<file path="config.mk">
export PLATFORM = sky130hd
export DESIGN_NAME = chain_mult_engine
export DESIGN_NICKNAME = d
export VERILOG_FILES = /design/src/rtl/chain_mult_pkg.sv /design/src/rtl/seq_umul.sv /design/src/rtl/chain_mult_engine.sv
export SDC_FILE = /design/constraint.sdc
export NUM_CORES = 1
export LEC_CHECK = 0
export CAP_MARGIN = 15
export CORE_MARGIN = 5
export CORE_UTILIZATION = 30
export CTS_BUF_LIST = sky130_fd_sc_hd__clkbuf_2
export CTS_CLUSTER_SIZE = 12
export DETAILED_ROUTE_END_ITERATION = 8
export HOLD_SLACK_MARGIN = 0.08
export PLACE_DENSITY_LB_ADDON = 0.25
export SLEW_MARGIN = 20
export SYNTH_ARGS = -nofsm -noshare
export SYNTH_HDL_FRONTEND = slang
export SYNTH_SLANG_ARGS = --single-unit
</file>
<file path="constraint.sdc">
create_clock -name clk -period 2.5 [get_ports clk]
set_input_delay 0.375 -clock clk [delete_from_list [all_inputs] [get_ports clk]]
set_output_delay 0.375 -clock clk [all_outputs]
set_load 0.01 [all_outputs]
</file>
<file path="src/rtl/chain_mult_pkg.sv">
`default_nettype none
//==============================================================================
// Package  : chain_mult_pkg
// Purpose  : Shared types, default sizes and the operand-magnitude helper used
//            by chain_mult_engine.
// Revision : 1.0
//==============================================================================
package chain_mult_pkg;

   localparam int c_def_w     = 8;
   localparam int c_def_n_max = 3;
   localparam int c_max_w     = 64;

   typedef enum logic [2:0] {
      IDLE  = 3'd0,
      FIRST = 3'd1,
      LOAD  = 3'd2,
      MUL   = 3'd3,
      FIX   = 3'd4,
      STORE = 3'd5,
      DONE  = 3'd6
   } state_t;

   // op arrives already extended to c_max_w bits; the caller truncates the result
   function automatic logic [c_max_w-1:0] magnitude(input logic [c_max_w-1:0] op,
                                                    input logic                is_signed);
      magnitude = (is_signed && op[c_max_w-1]) ? -op : op;
   endfunction

endpackage
`default_nettype wire

</file>
<file path="src/rtl/seq_umul.sv">
`default_nettype none
//==============================================================================
// Module   : seq_umul
// Purpose  : Iterative shift-add unsigned multiplier, one multiplier bit per step.
// Revision : 1.0
//==============================================================================
module seq_umul #(
   parameter int W  = 8,
   parameter int PW = 24
) (
   input  logic          clk,
   input  logic          reset,
   input  logic          load,
   input  logic          step,
   input  logic [PW-1:0] multiplicand,
   input  logic [W-1:0]  multiplier,
   output logic [PW-1:0] product,
   output logic          busy,
   output logic          last
);
   localparam int c_cw = $clog2(W + 1);

   logic [PW-1:0]   r_m;
   logic [PW-1:0]   r_p;
   logic [W-1:0]    r_q;
   logic [c_cw-1:0] r_cnt;

   always_ff @(posedge clk or negedge reset) begin
      if (!reset) begin
         r_m   <= '0;
         r_p   <= '0;
         r_q   <= '0;
         r_cnt <= '0;
      end else if (load) begin
         r_m   <= multiplicand;
         r_p   <= '0;
         r_q   <= multiplier;
         r_cnt <= c_cw'(W);
      end else if (step && busy) begin
         if (r_q[0]) begin
            r_p <= r_p + r_m;
         end
         r_m   <= r_m << 1;
         r_q   <= r_q >> 1;
         r_cnt <= r_cnt - c_cw'(1);
      end
   end

   assign product = r_p;
   assign busy    = (r_cnt != '0);
   // high during the final step so the caller can leave without an idle cycle
   assign last    = (r_cnt == c_cw'(1));

endmodule
`default_nettype wire

</file>
<file path="src/rtl/chain_mult_engine.sv">
`default_nettype none
//==============================================================================
// Module   : chain_mult_engine
// Purpose  : Memory-mastering product engine: reads n_ops operands, multiplies
//            them and stores the PW-bit product little-endian at dst_base.
// Revision : 1.0
//==============================================================================
module chain_mult_engine
   import chain_mult_pkg::*;
#(
   parameter int W     = c_def_w,
   parameter int N_MAX = c_def_n_max,
   parameter int PW    = W * N_MAX,
   parameter int AW    = 8
) (
   input  logic                       clk,
   input  logic                       reset,
   input  logic                       start,
   output logic                       done,
   input  logic [$clog2(N_MAX+1)-1:0] n_ops,
   input  logic                       is_signed,
   input  logic [AW-1:0]              src_base,
   input  logic [AW-1:0]              dst_base,
   output logic [AW-1:0]              mem_addr,
   input  logic [W-1:0]               mem_rd_data,
   output logic                       mem_wr_en,
   output logic [7:0]                 mem_wr_data
);
   localparam int              c_nw    = $clog2(N_MAX + 1);
   localparam int              c_nb    = PW / 8;
   localparam int              c_bw    = $clog2(c_nb + 1);
   localparam logic [c_nw-1:0] c_n_max = c_nw'(N_MAX);

   state_t          r_state;
   state_t          w_next;
   logic            r_start_q;
   logic [c_nw-1:0] r_n;
   logic            r_sgn;
   logic [AW-1:0]   r_src;
   logic [AW-1:0]   r_dst;
   logic [c_nw-1:0] r_k;
   logic            r_neg;
   logic [PW-1:0]   r_acc;
   logic            r_acc_in_mul;
   logic [PW-1:0]   r_result;
   logic [c_bw-1:0] r_bidx;

   logic               w_launch;
   logic [c_nw-1:0]    w_n_clamped;
   logic [c_max_w-1:0] w_op_ext;
   logic [W-1:0]       w_mag;
   logic               w_opneg;
   logic [PW-1:0]      w_acc;
   logic [PW-1:0]      w_product;
   logic [PW-1:0]      w_shifted;
   logic               w_mul_load;
   logic               w_mul_step;
   logic               w_mul_busy;
   logic               w_mul_last;

   assign w_launch    = r_start_q && !start;
   assign w_n_clamped = (n_ops > c_n_max) ? c_n_max : n_ops;
   assign w_op_ext    = {{(c_max_w-W){r_sgn & mem_rd_data[W-1]}}, mem_rd_data};
   assign w_mag       = W'(magnitude(w_op_ext, r_sgn));
   assign w_opneg     = r_sgn & mem_rd_data[W-1];
   // once a multiply has finished the running product lives in the multiplier
   assign w_acc       = r_acc_in_mul ? w_product : r_acc;
   assign w_shifted   = r_result >> {r_bidx, 3'b000};
   assign done        = (r_state == DONE);

   seq_umul #(
      .W  (W),
      .PW (PW)
   ) u_seq_umul (
      .clk          (clk),
      .reset        (reset),
      .load         (w_mul_load),
      .step         (w_mul_step),
      .multiplicand (w_acc),
      .multiplier   (w_mag),
      .product      (w_product),
      .busy         (w_mul_busy),
      .last         (w_mul_last)
   );

   always_ff @(posedge clk or negedge reset) begin
      if (!reset) begin
         r_state <= IDLE;
      end else begin
         r_state <= w_next;
      end
   end

   always_comb begin
      w_next      = r_state;
      mem_addr    = '0;
      mem_wr_en   = 1'b0;
      mem_wr_data = '0;
      w_mul_load  = 1'b0;
      w_mul_step  = 1'b0;
      case (r_state)
         IDLE: begin
            if (w_launch) begin
               w_next = FIRST;
            end
         end
         FIRST: begin
            mem_addr = r_src;
            w_next   = (r_n > c_nw'(1)) ? LOAD : FIX;
         end
         LOAD: begin
            mem_addr   = r_src + AW'(r_k);
            w_mul_load = 1'b1;
            w_next     = MUL;
         end
         MUL: begin
            w_mul_step = w_mul_busy;
            if (w_mul_last) begin
               w_next = (r_k == r_n - c_nw'(1)) ? FIX : LOAD;
            end
         end
         FIX: begin
            w_next = STORE;
         end
         STORE: begin
            mem_addr    = r_dst + AW'(r_bidx);
            mem_wr_en   = 1'b1;
            mem_wr_data = w_shifted[7:0];
            if (r_bidx == c_bw'(c_nb - 1)) begin
               w_next = DONE;
            end
         end
         DONE: begin
            if (start) begin
               w_next = IDLE;
            end
         end
         default: begin
            w_next = IDLE;
         end
      endcase
   end

   always_ff @(posedge clk or negedge reset) begin
      if (!reset) begin
         r_start_q    <= 1'b0;
         r_n          <= '0;
         r_sgn        <= 1'b0;
         r_src        <= '0;
         r_dst        <= '0;
         r_k          <= '0;
         r_neg        <= 1'b0;
         r_acc        <= '0;
         r_acc_in_mul <= 1'b0;
         r_result     <= '0;
         r_bidx       <= '0;
      end else begin
         r_start_q <= start;
         case (r_state)
            IDLE: begin
               if (w_launch) begin
                  r_n          <= w_n_clamped;
                  r_sgn        <= is_signed;
                  r_src        <= src_base;
                  r_dst        <= dst_base;
                  r_k          <= '0;
                  r_bidx       <= '0;
                  r_acc_in_mul <= 1'b0;
               end
            end
            FIRST: begin
               r_k <= c_nw'(1);
               if (r_n == '0) begin
                  r_acc <= PW'(1);
                  r_neg <= 1'b0;
               end else begin
                  r_acc <= PW'(w_mag);
                  r_neg <= w_opneg;
               end
            end
            LOAD: begin
               r_neg <= r_neg ^ w_opneg;
            end
            MUL: begin
               if (w_mul_last) begin
                  r_k          <= r_k + c_nw'(1);
                  r_acc_in_mul <= 1'b1;
               end
            end
            FIX: begin
               r_result <= r_neg ? -w_acc : w_acc;
            end
            STORE: begin
               r_bidx <= r_bidx + c_bw'(1);
            end
            default: begin
            end
         endcase
      end
   end

endmodule
`default_nettype wire

</file>
* After elaboration in Yosys (flattened, before gate mapping)
Cells that the tools add are included.
W data, S select, Z words.
** Word-level totals
- Flip-flop bits (word level) :: 137
- Logic and storage cells :: 97
- Input bits :: 30
** Cells by class
- Eq/ne operators :: 13
- $lt $le $gt $ge :: 2
- Shift operators :: 1
- Reduce and logical (&&, ||, !) cells :: 19
- Add/sub/neg operators :: 9
- Bitwise operators :: 2
- Multiplexer cells :: 35
** Operator list (count)
- $mux W24 :: 7
- $mux W8 :: 5
- $add A24 B24 Y24 :: 1
- $neg A24 Y24 :: 1
- $pmux W8 S3 :: 1
- $shr A24 B5 Y8 :: 1
- $pmux W3 S7 :: 1
- $mux W3 :: 6
- $add A8 B2 Y8 :: 2
- $reduce_bool A2 Y1 :: 5
- $eq A3 B3 Y1 const B :: 3
- $mux W4 :: 2
- $neg A8 Y8 :: 1
- $eq A3 B2 Y1 const B :: 2
- $mux W1 :: 6
- $mux W2 :: 3
- $ne A2 B2 Y1 const B :: 3
- $pmux W2 S3 :: 1
- $reduce_and A2 Y1 :: 3
- $reduce_and A3 Y1 :: 2
- $add A2 B1 Y2 const B :: 2
- $eq A4 B1 Y1 const B :: 1
- $pmux W1 S2 :: 2
- $pmux W2 S2 :: 1
- 17 further kinds :: 19

* Logic depth before layout (Yosys ltp)
Gate-level depths: netlist of run 1.
- Depth in word-level cells :: 5
- Gate-level depth with buffers :: 11
- Mapped depth without buffers :: 11

* Modules after synthesis
From an unflattened synthesis of run 1, not the netlist that was laid out.
** Unflattened totals
- Cells, all modules :: 908
- Area, all modules :: 8124.0 sq um
** By module, submodules not included
- chain_mult_engine :: area each 4176.5 sq um, times used 1, sequential area each 1526.5 sq um, cells an instance 468
- seq_umul :: area each 3947.5 sq um, times used 1, sequential area each 1501.4 sq um, cells an instance 440

* Worst setup path before layout of run 1
Ideal clock, no wire load.
- Path type :: register to register
- Start point :: reg r_acc_in_mul
- End point :: reg r_result[22]
- Data arrival time :: 2546 ps
- Stages on the path, launching flop included :: 12
- Buffers on the path :: 3
- Period minus slack after synthesis :: 2678 ps
- Setup time :: 132 ps
- Required time :: 2368 ps
- Path slack :: -178 ps
- Cells stage by stage :: dfrtp_1 buf_4 buf_2 clkbuf_1 mux2i_1 ha_1 o21ai_1 o41ai_4 nand2_1 nor2_1 xnor2_1 o21ai_1
** On the way
- Word-level cells in the longest chain between the ends :: 3
** Ends and longest elaborated chain
- start: declaration :: RTL line chain_mult_engine.sv:44 : logic r_acc_in_mul;
- start signal: assignment :: RTL line chain_mult_engine.sv:154 : r_acc_in_mul <= 1'b0;
- start signal: assignment :: RTL line chain_mult_engine.sv:168 : r_acc_in_mul <= 1'b0;
- start signal: assignment :: RTL line chain_mult_engine.sv:187 : r_acc_in_mul <= 1'b1;
- $mux W24 * :: RTL line chain_mult_engine.sv:67 : assign w_acc = r_acc_in_mul ? w_product : r_acc;
- $neg A24 Y24 :: RTL line chain_mult_engine.sv:191 : r_result <= r_neg ? -w_acc : w_acc;
- $mux W24 * :: RTL line chain_mult_engine.sv:191
- end signal: assignment :: RTL line chain_mult_engine.sv:191
- end: declaration :: RTL line chain_mult_engine.sv:45 : logic [PW-1:0] r_result;
Every way passes the cells marked *; elsewhere a longest branch is shown, timed or not.
A chain may end at the register's enable or synchronous reset.

* Worst setup path after layout of run 1
- Start point :: reg r_dst[0]
- End point :: out mem_addr[6]
** On the way
- Word-level cells in the longest chain between the ends :: 2
** Ends and longest elaborated chain
- start: declaration :: RTL line chain_mult_engine.sv:40 : logic [AW-1:0] r_dst;
- start signal: assignment :: RTL line chain_mult_engine.sv:165 : r_dst <= dst_base;
- $add A8 B2 Y8 :: RTL line chain_mult_engine.sv:126 : mem_addr = r_dst + AW'(r_bidx);
- $pmux W8 S3 :: RTL line chain_mult_engine.sv:101 : case (r_state)
- end: declaration :: RTL line chain_mult_engine.sv:24 : output logic [AW-1:0] mem_addr,
Every way passes these cells.

==> results of run 1 <==
-- power by group through the flow --
stage                     Clock, uW  Sequential (uW)  Combinational (uW)
after CTS                      1390             3100                5140
after global routing           1490             3200                5710
final                          1330             3110                5100
after global placement            0             3130                4840
after detailed placement          0             3150                4880
after floorplan                   0             3030                3210
-- sequential cells by signal, summed over array words and instances (netlist names), 3 cells and up --
name	flops
r_dst	8
u_seq_umul.r_q	8
u_seq_umul.r_m	24
r_result	24
r_src	8
r_acc	8
u_seq_umul.r_cnt	4
r_state	3
u_seq_umul.product	24
-- worst min path at each step --
| stage | start | end | slack (ns) |
|---|---|---|---|
| after floorplan | reset | r_acc[0]$_DFFE_PN0N_ | 0.08 |
| after global placement | reset | r_result[20]$_DFFE_PN0P_ | 0.32 |
| after detailed placement | reset | r_result[22]$_DFFE_PN0P_ | 0.32 |
| after CTS | start | r_start_q$_DFF_PN0_ | 0.09 |
| after global routing | dst_base[4] | r_dst[4]$_DFFE_PN0P_ | 0.14 |
| final | reset | r_result[12]$_DFFE_PN0P_ | 0.25 |
-- layout by cell type (no fill, tap or decap), drive strengths merged, types with 18 or more instances in the layout --
cell / count
inv: 37
o21ai: 95
nand3: 31
nor2: 68
xor2: 32
mux2i: 18
dfrtp: 121
clkdlybuf4s50: 28
nand2: 113
a21oi: 49
buf: 107
clkbuf: 18
xnor2: 29
ha: 34
mux2: 20
-- critical path, cell delays in order, from the launching register on --
cell and delay, ns:
dfrtp_1 0.40, ha_2 0.19, inv_2 0.04, fa_2 0.35, nor2_2 0.11, nand3_1 0.10
xor2_1 0.15, nand2_1 0.07, o21ai_1 0.06, o22ai_1 0.14, buf_2 0.16
-- stage by stage --
step           worst slack [ns]  hold WS [ns]  instance area [um2]   util
2_1_floorplan           0.00903        0.0794                 7550      -
3_3_place_gp            -0.0812         0.320                 8880  0.356
4_1_cts                  -0.448        0.0933                 9280  0.372
5_1_grt                  -0.619         0.144                 9380  0.376
6_report                 -0.353         0.249                 9380  0.376
3_5_place_dp            -0.0914         0.324                 8880  0.356
-- per-layer routing --
layer  up-vias  wire length (um)
met5         -                 0
met4         0               226
met3        15               797
met2        99              9660
met1      3159             10200
li1       3251                 -
-- cells by family (layout without fill, tap and decap cells) --
family | Yosys count | count (layout)
AND/OR/NAND/NOR | 275 | 275
AO/OA/AOI/OAI | 236 | 236
flip-flops | 121 | 121
buffers and inverters | 81 | 207
XOR/XNOR | 61 | 61
multiplexers | 38 | 38
adder cells (fa/ha/maj) | 37 | 37
other | 0 | 1
-- layout make-up --
type                    instances  area (um2)  area share
flip-flops and latches        121        3030       0.323
diodes                          1        2.50    0.000267
clock inverters                13         155      0.0165
multi-input cells             647        4390       0.469
well taps                     330         413      0.0440
repair buffers                139        1150       0.123
clock buffers                  18        90.1     0.00961
inverters                      37         139      0.0148
-- timing repair --
action                                  in CTS  in global routing
hold buffers                                 2                  1
endpoints found under the hold margin      121                  1
buffers inserted                            10                  3
endpoints found under the setup margin      23                 27
pin swaps                                   14                 26
resized for setup                          101                 24
==> summary.txt, run 1 <==
Outcome
  • Status: finished with violations
  • Failing checks: setup timing

CTS
  • Num CTS Buffers: 17
  • Clock slew at reported path FFs: 0.21 ns
  • TritonCTS sink count: 121
  • Max Root-Sink Buffers: 2
  • Root Driver: clkbuf_2
  • Latest clock arrival within the worst-skew pair: 0.70 ns
  • H-tree depth: 4
  • CTS tree: done

Floorplanning
  • Die area: 0.0284 mm2
  • Rows: 58
  • Die W: 169 um
  • # IOs: 48
  • Core area: 0.0250 mm2
  • DIE HEIGHT: 169 um
  • Initial Util: 0.302

Power and ir drop
  • Switching Fraction: 0.430
  • Psw: 4110 uW
  • Clock power frac: 0.140
  • Pint: 5440 uW
  • Seq pwr share: 0.326
  • Peak supply drop: 0.443 mV
  • Power Total: 9540 uW
  • Combinational Power Share: 0.535
  • Leak: 0.00433 uW
  • Pwr per Cell Area: 1020 mW/mm2

Synthesis
  • XOR/XNOR share of the synthesized area: 0.0708
  • Largest family of logic cells by synthesized area: compound AO/OA/AOI/OAI gates
  • Library cells used by synthesis: 69
  • Post-Synth Simple-Gate Area: 0.163
  • Post-Synth Adder-Cell Area: 0.0643
  • Post-synthesis mux area share: 0.0542
  • Top_reg_cell synth: dfrtp_1
  • Mapped Nets: 916
  • Syn Std Cell Area: 0.00754 mm2
  • Cell taking the most area after synthesis: dfrtp_1
  • Mapped Cells: 849
  • Number of synthesized register bits: 121
  • EDFF count, synth: 0
  • Most frequent cell after synthesis: dfrtp_1
  • Area fraction of the dominant cell type after synthesis: 0.401
  • Complex-gate fraction of the synthesized area: 0.205
  • Sequential area share after synthesis: 0.401
  • Commonest cells post-synth: dfrtp_1, nand2_1, nor2_1
  • Synth warn: 0
  • FFs w/ async S/R, synth: 1.00
  • Avg Cell Area, Syn: 8.89 um2
  • Top post-synthesis cells by area: dfrtp_1, ha_1, nand2_1

Layout
  • Area grow syn2layout: 24.3%
  • Final net count: 1030
  • Share of layout cells above drive strength 1: 0.221
  • Final non-filler cell total: 1306
  • FILL cells: 2579

Detailed routing
  • TritonRoute pass-1 iters: 6
  • Detailed Route WL: 20.9 mm
  • DRT antenna net count: 0
  • Routed vias: 6524
  • DR DRC count: 0
  • Drt first-iter violations: 431
  • WL/cell: 16.0 um
  • Routed vias/inst: 5.00

Timing
  • Setup_tns: -1.75 ns
  • Final worst path period need: 2.85 ns
  • Max-slew violation count: 0
  • Final worst setup slack: -0.353 ns
  • Rel. slew slack: 0.534
  • Fin. Hold Viols: 0
  • RSZ-0062 raised after global routing: true
  • Clock skew: 0.0271 ns
  • Fmax: 351 MHz
  • Final setup vio count: 7
  • Worst-Margin Slew: 0.690 ns
  • Fin crit share: 1.14

Setup path
  • Crit path launch: r_dst[0]$_DFFE_PN0P_
  • Arr. time, crit path: 2.48 ns
  • Largest fanout on the critical path: 2
  • Critical R2R Launch: u_seq_umul.product[0]$_DFFE_PN0P_
  • Reg2reg path depth: 12
  • Classification of the worst setup path: flop to primary output
  • Startpoint Class: flop
  • CP Capture Point: mem_addr[6]
  • Required time of the critical path: 2.12 ns
  • Register-to-register setup slack: 0.07 ns
  • CP endpoint kind: primary output
  • Reg2reg end: u_seq_umul.product[20]$_DFFE_PN0P_

Global routing
  • M2 GR Usage: 0.241
  • Met3 Resource Use GR: 0.0259
  • Pin count of the biggest net entering global routing: 53
  • First-pass GRT wire length: 34.8 mm
  • Number of global-route vias before repair: 6572
  • GRT overflow: 0
  • Initial antenna violation count: 1
  • Met1 Usage GRT: 0.214
  • Busiest grt layer: met2
  • Total track usage: 0.151

Worst hold path
  • Hold crit path type: input port to asynchronous set/reset pin

Place
  • Final Wtd Congestion: 0.802
  • IO Port Bufs: 47
  • Placed Cells: 1261
  • Hpwl dp: 15.1 mm

Flow run
  • Maxcap violations: 0
Note: power is estimated with default switching activity, not from simulation.
==> run 2: changes to the inputs <==
Settings changed: SLEW_MARGIN 20 to 40.
==> results of run 2 <==
No change in the layout: final DEF, timing and power equal those of run 1.
==> run 3: changes to the inputs <==
Settings changed: CELL_PAD_IN_SITES_DETAIL_PLACEMENT set to 2, CELL_PAD_IN_SITES_GLOBAL_PLACEMENT set to 2, CORE_ASPECT_RATIO set to 0.8, REMOVE_ABC_BUFFERS set to 1.
==> summary.txt, run 3 (synthesis gave the netlist of run 1 again) <==
Outcome
  • Status: finished with violations (unchanged)
  • Failing checks: setup timing (unchanged)

Timing
  • Max-slew violation count: 0 (unchanged)
  • Fin crit share: 1.25 (was 1.14)
  • RSZ-0062 raised after global routing: true (unchanged)
  • Clock skew: 0.0468 ns (was 0.0271 ns)
  • Final setup vio count: 16 (was 7)
  • Final worst setup slack: -0.617 ns (was -0.353 ns)
  • Fmax: 321 MHz (was 351 MHz)
  • Final worst path period need: 3.12 ns (was 2.85 ns)
  • Worst-Margin Slew: 0.553 ns (was 0.690 ns)
  • Rel. slew slack: 0.627 (was 0.534)
  • Fin. Hold Viols: 0 (unchanged)

Setup path
  • Crit path launch: r_dst[0]$_DFFE_PN0P_ (unchanged)
  • Required time of the critical path: 2.12 ns (about the same)
  • Startpoint Class: flop (unchanged)
  • CP Capture Point: mem_addr[4] (was mem_addr[6])
  • Reg2reg path depth: 12 (unchanged)
  • CP endpoint kind: primary output (unchanged)
  • Critical R2R Launch: u_seq_umul.product[0]$_DFFE_PN0P_ (unchanged)
  • Reg2reg end: u_seq_umul.product[20]$_DFFE_PN0P_ (unchanged)
  • Classification of the worst setup path: flop to primary output (unchanged)
  • Arr. time, crit path: 2.74 ns (was 2.48 ns)
  • Largest fanout on the critical path: 2 (unchanged)
  • Register-to-register setup slack: 0.08 ns (was 0.07 ns)

CTS
  • Max Root-Sink Buffers: 2 (unchanged)
  • Root Driver: clkbuf_2 (unchanged)
  • Num CTS Buffers: 17 (unchanged)
  • CTS tree: done (unchanged)
  • H-tree depth: 4 (unchanged)
  • Latest clock arrival within the worst-skew pair: 0.79 ns (was 0.70 ns)
  • TritonCTS sink count: 121 (unchanged)
  • Clock slew at reported path FFs: 0.22 ns (was 0.21 ns)

Power and ir drop
  • Pwr per Cell Area: 1120 mW/mm2 (was 1020 mW/mm2)
  • Peak supply drop: 0.465 mV (was 0.443 mV)
  • Power Total: 11200 uW (was 9540 uW)
  • Leak: 0.00452 uW (was 0.00433 uW)

Floorplanning
  • Die area: 0.0284 mm2 (about the same)
  • DIE HEIGHT: 152 um (was 169 um)
  • Die W: 187 um (was 169 um)
  • Core area: 0.0246 mm2 (was 0.0250 mm2)
  • # IOs: 48 (unchanged)
  • Initial Util: 0.307 (was 0.302)
  • Rows: 51 (was 58)

Place
  • Place WS: -0.124 ns (was -0.0914 ns)
  • IO Port Bufs: 47 (unchanged)
  • Hpwl dp: 18.9 mm (was 15.1 mm)
  • Final Wtd Congestion: 0.791 (was 0.802)

Layout
  • Area grow syn2layout: 32.1% (was 24.3%)
  • Most common cell after layout, fill and taps aside: dfrtp_1 (unchanged)
  • Commonest cells after routing, fill and taps aside: dfrtp_1, nand2_1, buf_4 (unchanged)
  • Multi-input gate area: 0.00464 mm2 (was 0.00439 mm2)
  • FILL cells: 2717 (was 2579)
  • Final net count: 1063 (was 1030)
  • Share of layout cells above drive strength 1: 0.284 (was 0.221)
  • Storage element area: 0.00303 mm2 (about the same)

Global routing
  • Initial antenna violation count: 2 (was 1)
  • Pin count of the biggest net entering global routing: 51 (was 53)
  • Number of global-route vias before repair: 7687 (was 6572)
  • GRT overflow: 0 (unchanged)
  • Total track usage: 0.192 (was 0.151)
  • First-pass GRT wire length: 44.2 mm (was 34.8 mm)

Detailed routing
  • Routed vias/inst: 5.32 (was 5.00)
  • Detailed Route WL: 28.4 mm (was 20.9 mm)
  • Drt first-iter violations: 404 (was 431)
  • TritonRoute pass-1 iters: 8 (was 6)
  • WL/cell: 21.3 um (was 16.0 um)
  • DRT antenna net count: 0 (unchanged)
  • DR DRC count: 0 (unchanged)
  • Routed vias: 7068 (was 6524)

Worst hold path
  • Hold crit path type: input port to asynchronous set/reset pin (unchanged)

Flow run
  • Maxcap violations: 0 (unchanged)
-- run 3: cell types whose count changed in the layout (fill, tap and decap cells not counted), moves of 4 or more --
cell     change
a21oi_1      -6
a21oi_2      +4
buf_4       +25
buf_6        +8
buf_8        +4
ha_1         -6
ha_4         +5
mux2i_4      +6
nor2_1      -12
nor2_2       +9
-- run 3: metrics by stage --
stage / utilization / TNS (ns) / hold WS, ns / cells / cell area (um2)
2_1_floorplan: - / -17.03 / 0.0794 / 805 / 7370
3_3_place_gp: 0.362 / -0.124 / 0.403 / 1251 / 8880
3_5_place_dp: 0.362 / -0.320 / 0.405 / 1251 / 8880
4_1_cts: 0.386 / -3.65 / 0.0875 / 1307 / 9480
5_1_grt: 0.406 / -6.93 / 0.0750 / 1328 / 9970
6_report: 0.406 / -4.35 / 0.111 / 1329 / 9970
-- run 3: layer usage --
metal | vias up | GRT usage | part of all wire
met3 | 15 | 0.0389 | 0.027
li1 | 3315 | - | -
met4 | 0 | 0.0401 | 0.010
met5 | - | 0 | 0
met1 | 3653 | 0.286 | 0.51
met2 | 85 | 0.288 | 0.45
-- run 3: worst min-delay path by stage --
stage,from,endpoint,slack (ns),cells past startpoint
final,reset,r_dst[2]$_DFFE_PN0P_,0.11,2
after global routing,reset,r_sgn$_DFFE_PN0P_,0.08,2
after CTS,reset,r_acc[2]$_DFFE_PN0N_,0.09,2
after detailed placement,reset,u_seq_umul.r_q[3]$_DFFE_PN0P_,0.40,1
after global placement,reset,u_seq_umul.r_q[3]$_DFFE_PN0P_,0.40,1
after floorplan,reset,r_acc[0]$_DFFE_PN0N_,0.08,0
-- run 3: cell type report --
class	instances	share of cell area
multi-input combinational	647	0.466
timing repair buffer	172	0.147
tap	318	0.0399
clock inverter	15	0.0207
sequential	121	0.304
antenna	2	0.000502
inverter	37	0.0139
clock buffer	17	0.00854
-- run 3: where the power goes --
| group | leakage, uW | switching [uW] | internal (uW) |
|---|---|---|---|
| sequential | 0.00158 | 704 | 2580 |
| combinational | 0.00278 | 3440 | 2850 |
| clock | 0.000160 | 867 | 741 |
| total | 0.00452 | 5010 | 6170 |
-- run 3: critical path, cell delays in order, from the launching register on --
cell and delay [ns]:
dfrtp_1 0.46, ha_4 0.16, inv_2 0.04, fa_2 0.39, nor2_4 0.11, buf_4 0.11, buf_4 0.10, xnor2_1 0.07
nand2_1 0.12, o21ai_2 0.08, o22ai_2 0.16, buf_2 0.16
-- run 3: repair_timing --
action,4_1_cts,5_1_grt
hold endpoints to repair,121,1
gates resized for setup,115,83
buffers inserted,23,22
endpoints found under the setup margin,21,58
hold buffers,1,1
pin swaps,18,34
